<file path="config.mk">
export PLATFORM = sky130hd
export DESIGN_NAME = rx_frame_parser
export DESIGN_NICKNAME = d
export VERILOG_FILES = /design/src/rtl/fpga_client_pkg.sv /design/src/rtl/rx_out_reg.sv /design/src/rtl/rx_frame_parser.sv
export SDC_FILE = /design/constraint.sdc
export NUM_CORES = 1
export LEC_CHECK = 0
export ABC_CLOCK_PERIOD_IN_PS = 6000
export CAP_MARGIN = 40
export CELL_PAD_IN_SITES_DETAIL_PLACEMENT = 1
export CELL_PAD_IN_SITES_GLOBAL_PLACEMENT = 2
export CORE_MARGIN = 5
export CORE_UTILIZATION = 37
export DETAILED_ROUTE_END_ITERATION = 10
export HOLD_SLACK_MARGIN = 0.1
export PLACE_DENSITY = 0.84
export SKIP_LAST_GASP = 1
export SLEW_MARGIN = 20
export SYNTH_ARGS = -nofsm -noshare
export SYNTH_HDL_FRONTEND = slang
export SYNTH_SLANG_ARGS = --single-unit
</file>
<file path="constraint.sdc">
create_clock -name clk_100 -period 6 [get_ports clk_100]
set_clock_uncertainty 0.1 [all_clocks]
set_input_delay 0.9 -clock clk_100 [delete_from_list [all_inputs] [get_ports clk_100]]
set_output_delay 0.9 -clock clk_100 [all_outputs]
set_load 0.02 [all_outputs]
</file>
<file path="src/rtl/fpga_client_pkg.sv">
// Shared constants, state encoding and payload bundle
// for the client-side frame receive path.
package fpga_client_pkg;

   localparam logic [47:0] DEF_LOCAL_MAC = 48'h00_0A_35_00_00_01;
   localparam logic [47:0] BCAST_MAC     = 48'hFF_FF_FF_FF_FF_FF;
   localparam logic [15:0] DEF_ETHERTYPE = 16'h88B5;

   localparam logic [7:0] MSG_CONNECT_ACK = 8'h01;
   localparam logic [7:0] MSG_DISCONNECT  = 8'h02;
   localparam logic [7:0] MSG_DATA        = 8'h10;

   localparam logic [3:0] HDR_LEN  = 4'd14;
   localparam logic [3:0] TYPE_OFS = 4'd14;
   localparam logic [3:0] LEN_OFS  = 4'd15;

   localparam logic [2:0] S_IDLE    = 3'd0;
   localparam logic [2:0] S_HDR     = 3'd1;
   localparam logic [2:0] S_TYPE    = 3'd2;
   localparam logic [2:0] S_LEN     = 3'd3;
   localparam logic [2:0] S_PAYLOAD = 3'd4;
   localparam logic [2:0] S_PAD     = 3'd5;
   localparam logic [2:0] S_DROP    = 3'd6;

   typedef struct packed {
      logic [7:0] data;
      logic       last;
   } pay_t;

   // byte i of a MAC address, most significant byte first
   function automatic logic [7:0] mac_byte(input logic [47:0] m,
                                           input logic [2:0]  i);
      logic [47:0] t;
      t = m << {i, 3'b000};
      return t[47:40];
   endfunction

endpackage

</file>
<file path="src/rtl/rx_out_reg.sv">
// Single-stage payload output register with valid/ready
// and the upstream accept term.
import fpga_client_pkg::*;

module rx_out_reg (
   input  logic       clk_100,
   input  logic       RESET_N,
   input  logic       load,
   input  pay_t       din,
   input  logic       hold,
   input  logic       payload_ready,
   output logic [7:0] payload_data,
   output logic       payload_valid,
   output logic       payload_last,
   output logic       rx_dst_rdy
);

   pay_t q;
   logic valid_q;
   logic en_q;

   always_ff @(posedge clk_100 or negedge RESET_N) begin
      if (!RESET_N) begin
         q       <= '0;
         valid_q <= 1'b0;
         en_q    <= 1'b0;
      end else begin
         en_q <= 1'b1;
         if (load) begin
            q       <= din;
            valid_q <= 1'b1;
         end else if (payload_ready) begin
            valid_q <= 1'b0;
         end
      end
   end

   assign payload_data  = q.data;
   assign payload_last  = q.last;
   assign payload_valid = valid_q;
   // a draining register may be refilled in the same cycle
   assign rx_dst_rdy = en_q & ~(hold & valid_q & ~payload_ready);

endmodule

</file>
<file path="src/rtl/rx_frame_parser.sv">
// LocalLink RX frame parser: checks MAC/EtherType, decodes
// type and LEN, tracks connection state, streams payload.
import fpga_client_pkg::*;

module rx_frame_parser #(
   parameter logic [47:0] LOCAL_MAC = DEF_LOCAL_MAC,
   parameter logic [15:0] ETHERTYPE = DEF_ETHERTYPE
) (
   input  logic        clk_100,
   input  logic        RESET_N,
   input  logic [7:0]  rx_data,
   input  logic        rx_sof,
   input  logic        rx_eof,
   input  logic        rx_src_rdy,
   output logic        rx_dst_rdy,
   output logic [7:0]  payload_data,
   output logic        payload_valid,
   output logic        payload_last,
   input  logic        payload_ready,
   output logic        connected,
   output logic        frame_err,
   output logic [15:0] frames_ok,
   output logic [15:0] frames_dropped
);

   logic [2:0]  state, state_n;
   logic [3:0]  cnt, cnt_n;
   logic        lok, lok_n, bok, bok_n;
   logic [7:0]  mtype, mtype_n;
   logic [15:0] rem, rem_n;
   logic        beat, load, ok_inc, set_c, clr_c;
   logic [1:0]  drop_n;
   pay_t        din;

   assign beat = rx_src_rdy & rx_dst_rdy;

   always_comb begin
      state_n = state;
      cnt_n   = cnt;
      lok_n   = lok;
      bok_n   = bok;
      mtype_n = mtype;
      rem_n   = rem;
      load    = 1'b0;
      din     = '{data: rx_data, last: 1'b0};
      ok_inc  = 1'b0;
      drop_n  = 2'd0;
      set_c   = 1'b0;
      clr_c   = 1'b0;
      if (beat && rx_sof) begin
         // a new sof always restarts parsing at byte 0
         drop_n  = (state != S_IDLE) ? 2'd1 : 2'd0;
         lok_n   = rx_data == mac_byte(LOCAL_MAC, 3'd0);
         bok_n   = rx_data == mac_byte(BCAST_MAC, 3'd0);
         cnt_n   = 4'd1;
         state_n = (lok_n | bok_n) ? S_HDR : S_DROP;
         if (rx_eof) begin
            drop_n  = drop_n + 2'd1;
            state_n = S_IDLE;
         end
      end else if (beat) begin
         unique case (state)
            S_IDLE: ;
            S_HDR: begin
               cnt_n = cnt + 4'd1;
               if (cnt < 4'd6) begin
                  lok_n = lok & (rx_data == mac_byte(LOCAL_MAC, cnt[2:0]));
                  bok_n = bok & (rx_data == mac_byte(BCAST_MAC, cnt[2:0]));
                  if (!lok_n && !bok_n)
                     state_n = S_DROP;
               end else if (cnt == HDR_LEN - 4'd2) begin
                  if (rx_data != ETHERTYPE[15:8])
                     state_n = S_DROP;
               end else if (cnt == TYPE_OFS - 4'd1) begin
                  state_n = (rx_data == ETHERTYPE[7:0]) ? S_TYPE : S_DROP;
               end
            end
            S_TYPE: begin
               cnt_n   = cnt + 4'd1;
               mtype_n = rx_data;
               state_n = (rx_data == MSG_CONNECT_ACK ||
                          rx_data == MSG_DISCONNECT ||
                          rx_data == MSG_DATA) ? S_LEN : S_DROP;
            end
            S_LEN: begin
               cnt_n = cnt + 4'd1;
               if (cnt == LEN_OFS) begin
                  rem_n[15:8] = rx_data;
               end else begin
                  rem_n[7:0] = rx_data;
                  state_n = (mtype == MSG_DATA &&
                             {rem[15:8], rx_data} != 16'd0) ? S_PAYLOAD : S_PAD;
               end
            end
            S_PAYLOAD: begin
               load     = 1'b1;
               rem_n    = rem - 16'd1;
               din.last = (rem == 16'd1) | rx_eof;
               if (rem == 16'd1)
                  state_n = S_PAD;
               if (rx_eof) begin
                  ok_inc = rem == 16'd1;
                  drop_n = (rem == 16'd1) ? 2'd0 : 2'd1;
               end
            end
            S_PAD: begin
               if (rx_eof) begin
                  ok_inc = 1'b1;
                  set_c  = mtype == MSG_CONNECT_ACK;
                  clr_c  = mtype == MSG_DISCONNECT;
               end
            end
            S_DROP: begin
               if (rx_eof)
                  drop_n = 2'd1;
            end
            default: state_n = S_IDLE;
         endcase
         // header-stage eof is a runt frame
         if (rx_eof && (state == S_HDR || state == S_TYPE || state == S_LEN))
            drop_n = 2'd1;
         if (rx_eof)
            state_n = S_IDLE;
      end
   end

   always_ff @(posedge clk_100 or negedge RESET_N) begin
      if (!RESET_N) begin
         state          <= S_IDLE;
         cnt            <= 4'd0;
         lok            <= 1'b0;
         bok            <= 1'b0;
         mtype          <= 8'd0;
         rem            <= 16'd0;
         connected      <= 1'b0;
         frame_err      <= 1'b0;
         frames_ok      <= 16'd0;
         frames_dropped <= 16'd0;
      end else begin
         state          <= state_n;
         cnt            <= cnt_n;
         lok            <= lok_n;
         bok            <= bok_n;
         mtype          <= mtype_n;
         rem            <= rem_n;
         frame_err      <= drop_n != 2'd0;
         frames_ok      <= frames_ok + {15'd0, ok_inc};
         frames_dropped <= frames_dropped + {14'd0, drop_n};
         if (set_c)
            connected <= 1'b1;
         else if (clr_c)
            connected <= 1'b0;
      end
   end

   rx_out_reg u_out (
      .clk_100       (clk_100),
      .RESET_N       (RESET_N),
      .load          (load),
      .din           (din),
      .hold          (state == S_PAYLOAD),
      .payload_ready (payload_ready),
      .payload_data  (payload_data),
      .payload_valid (payload_valid),
      .payload_last  (payload_last),
      .rx_dst_rdy    (rx_dst_rdy)
   );

endmodule

</file>
==> impl_metrics.csv <==
group,metric,value,unit
cts,htreeDepth,3,
run,maxCapViolCount,0,
critical_path,cp-start-kind,"flop",
cts,clk_pin_slew_worst_paths,0.06,ns
critical_path,worstPathMaxFanout,4,
routing,firstDrtPassIters,4,
pwr,peakVddDrop,0.000146,V
floorplanning,design.core.area,11300,µm²
sta,finalSetupViolCount,0,
sta,worst_pin_slew,0.693,ns
sta,fin_crit,3.65,ns
cts,cts_buffers,9,
placement,place_congestion,0.815,
placement,preCtsSetupSlack,2.09,ns
layout,instances_no_fill,635,
sta,finalHoldViolations,0,
cts,cts-root-buf,"clkbuf_16",
synth,synthArstFlopShare,100,%
critical_path,crit_type,"reg2reg",
floorplanning,die_x,117,µm
cts,clock_sinks,78,
cts,holdBufCountCts,0,
routing,routed_wl,11800,µm
sta,finalMaxSlewViolations,0,
grt,grt_pass1_wl,19600,µm
critical_path,critPathTopFamily,"simple AND/OR/NAND/NOR gates",
synth,synth_cell_types,60,
sta,fin_setup_tns,0,ns
routing,via_per_inst,5.48,
critical_path,worst_setup_path_end_kind,"flop",
critical_path,crit_path_top_delay_cell,"fa_1",
synth,synth.net_count,461,
routing,wire_per_inst,18.6,µm
placement,placed_cells,619,
routing,via_count,3479,
grt,grt_pass1_vias,3725,
layout,final_common_cell,"dfrtp_1",
routing,drt_iter0_markers,158,
grt,track_usage,18.4,%
cts,cts_resized,0,
floorplanning,die_area,13600,µm²
grt,grt_max_degree,42,
grt,grt_overflow,0,
routing,drc,0,
synth,synth_area_per_cell,9.65,µm²
synth,yosys_warnings,0,
cts,cts_setup_buffers,0,
sta,clock.fmax,274,MHz
synth,synth_seq_cells,78,
layout,syn2layout_area_growth,25.4,%
pwr,power_density,400,nW/µm²
pwr,p_total,2.11,mW
critical_path,worstPathCellList,"inv_1 -> ha_1 -> nor3b_1 -> and4_1 -> a211o_1 -> a211oi_1 -> a21oi_1 -> nor2_1 -> ha_1 -> inv_1 -> fa_1 -> nor2_1 -> nand3_1 -> nor2_1 -> nand2_1 -> xnor2_1",
floorplanning,die_y,117,µm
cts,tritoncts,"built",
synth,syn_area,4200,µm²
synth,syn_inst,435,
routing,ant_nets,0,
sta,setup_ws,2.35,ns
sta,rsz0062_at_grt,"false",
placement,dp_hpwl,8600,µm
synth,yosysSeqAreaShare,46.5,%
layout,antenna_cells,0,
layout,drive_above_1_share,9.55,%
cts,clk_latency,0.34,ns
critical_path,cp.required,6.12,ns
sta,whs,0.378,ns
layout,post-route-util,46.7,%
layout,fin_area,5270,µm²
grt,antenna_found_initial,0,
floorplanning,start_util,37.3,%
layout,fin_nets,514,
cts,cts_max_path_buffers,2,
hold_path,hp-class,"reg2reg",
run_status,status,"completed",
sta,fin_crit_sh,60.8,%
critical_path,cp_slowest_stage_delay,0.40,ns
layout,nFillCells,1259,
pwr,leakage,2.26,nW
sta,maxSlewHeadroom,53.8,%
placement,io_buffers,58,
critical_path,cp.arrival,3.77,ns
critical_path,cpMostUsedCell,"nor2_1",
synth,ys.flop_type,"dfrtp_1",
floorplanning,ios,59,
critical_path,crit_buf_inv,2,
synth,synth-edff-count,0,
placement,placed_area,4910,µm²
floorplanning,placementRows,39,
layout,final_cell_mix,"dfrtp_1, clkdlybuf4s50_1, nand2_1",
==> where the power goes <==
| group | switching, mW | internal (mW) |
|---|---|---|
| clock | 0.215 | 0.438 |
| combinational | 0.369 | 0.288 |
| sequential | 0.139 | 0.659 |
| total | 0.723 | 1.39 |
==> sequential cells by signal (all words and copies together) (netlist names) <==
signal,cells
mtype,8
u_out.payload_last,1
frames_ok,16
frame_err,1
u_out.en_q,1
connected,1
u_out.payload_data,8
lok,1
u_out.payload_valid,1
bok,1
cnt,4
state,3
frames_dropped,16
rem,16
==> worst register-to-register path: cells and delay by family, from the launching register on <==
kind                     cells  cell delay [ns]
AND/OR/NAND/NOR              7             1.30
adder cells (fa/ha/maj)      3             0.79
AO/OA/AOI/OAI                3             0.69
flip-flops                   1             0.37
buffers and inverters        2             0.15
XOR/XNOR                     1             0.13
==> metal layers <==
layer  track usage (%)  up-vias  routed length [µm]
met1              24.0     1774                5420
met4              7.19        0                 236
li1                  -     1663                   -
met5                 0        -                   0
met2              31.2       24                5930
met3              2.54       18                 200
==> layout make-up <==
type                    instances  area [µm²]  share of cell area [%]
clock inverters                 3        90.1                    1.71
multi-input cells             319        2090                    39.8
inverters                      18        67.6                    1.28
repair buffers                 62         618                    11.7
well taps                     143         179                    3.40
clock buffers                  12         267                    5.06
flip-flops and latches         78        1950                    37.1
==> Yosys cell counts (all sizes together) (2+ instances only) <==
library cell	number	share of area (%)
a22o	7	1.5
a21oi	23	2.7
and4	2	0.42
a21boi	2	0.36
o41ai	2	0.42
o21ai	34	4.1
o21a	3	0.71
nand3	27	3.2
a21o	3	0.54
xnor2	25	5.2
nor3	12	1.4
mux2	17	4.6
nor4	8	1.3
nor2b	2	0.30
o211ai	3	0.66
a31oi	2	0.30
inv	18	1.6
o31ai	2	0.36
o2111ai	4	0.83
nor3b	3	0.54
or3	4	0.60
ha	11	3.3
or4	2	0.36
buf	5	0.69
nand2	39	3.5
nor2	33	3.0
nand4b	3	0.63
a211oi	2	0.66
nand2b	2	0.30
xor2	8	1.7
clkbuf	15	1.3
nor4b	2	0.42
nand4	4	0.60
dfrtp	78	46
and3	10	1.6
or2	2	0.30
==> logic make-up (layout without fill, tap and decap cells) <==
family          count (synthesis)  after routing  share of synthesized area [%]
mux                            18             18                           4.80
simple gates                  158            158                           19.1
flops                          78             78                           46.5
fa+ha+maj                      12             12                           3.75
xor+xnor                       33             33                           6.88
other cells                     1              1                         0.0893
compound gates                 97             97                           15.2
buf+inv                        38             95                           3.64
==> path summary, 6_finish.rpt <==
kind	from	end	slack [ns]	cells past startpoint
max	rem[1]	frames_dropped[12]	2.35	16
min	frames_dropped[15]	frames_dropped[15]	0.38	1
max reg2reg	rem[1]	frames_dropped[12]	2.35	16
min reg2reg	frames_dropped[15]	frames_dropped[15]	0.38	1
max in group asynchronous	RESET_N	bok	4.76	2
min in group asynchronous	RESET_N	frames_ok[15]	0.44	1
No activity file was read; power rests on OpenSTA's default activity.
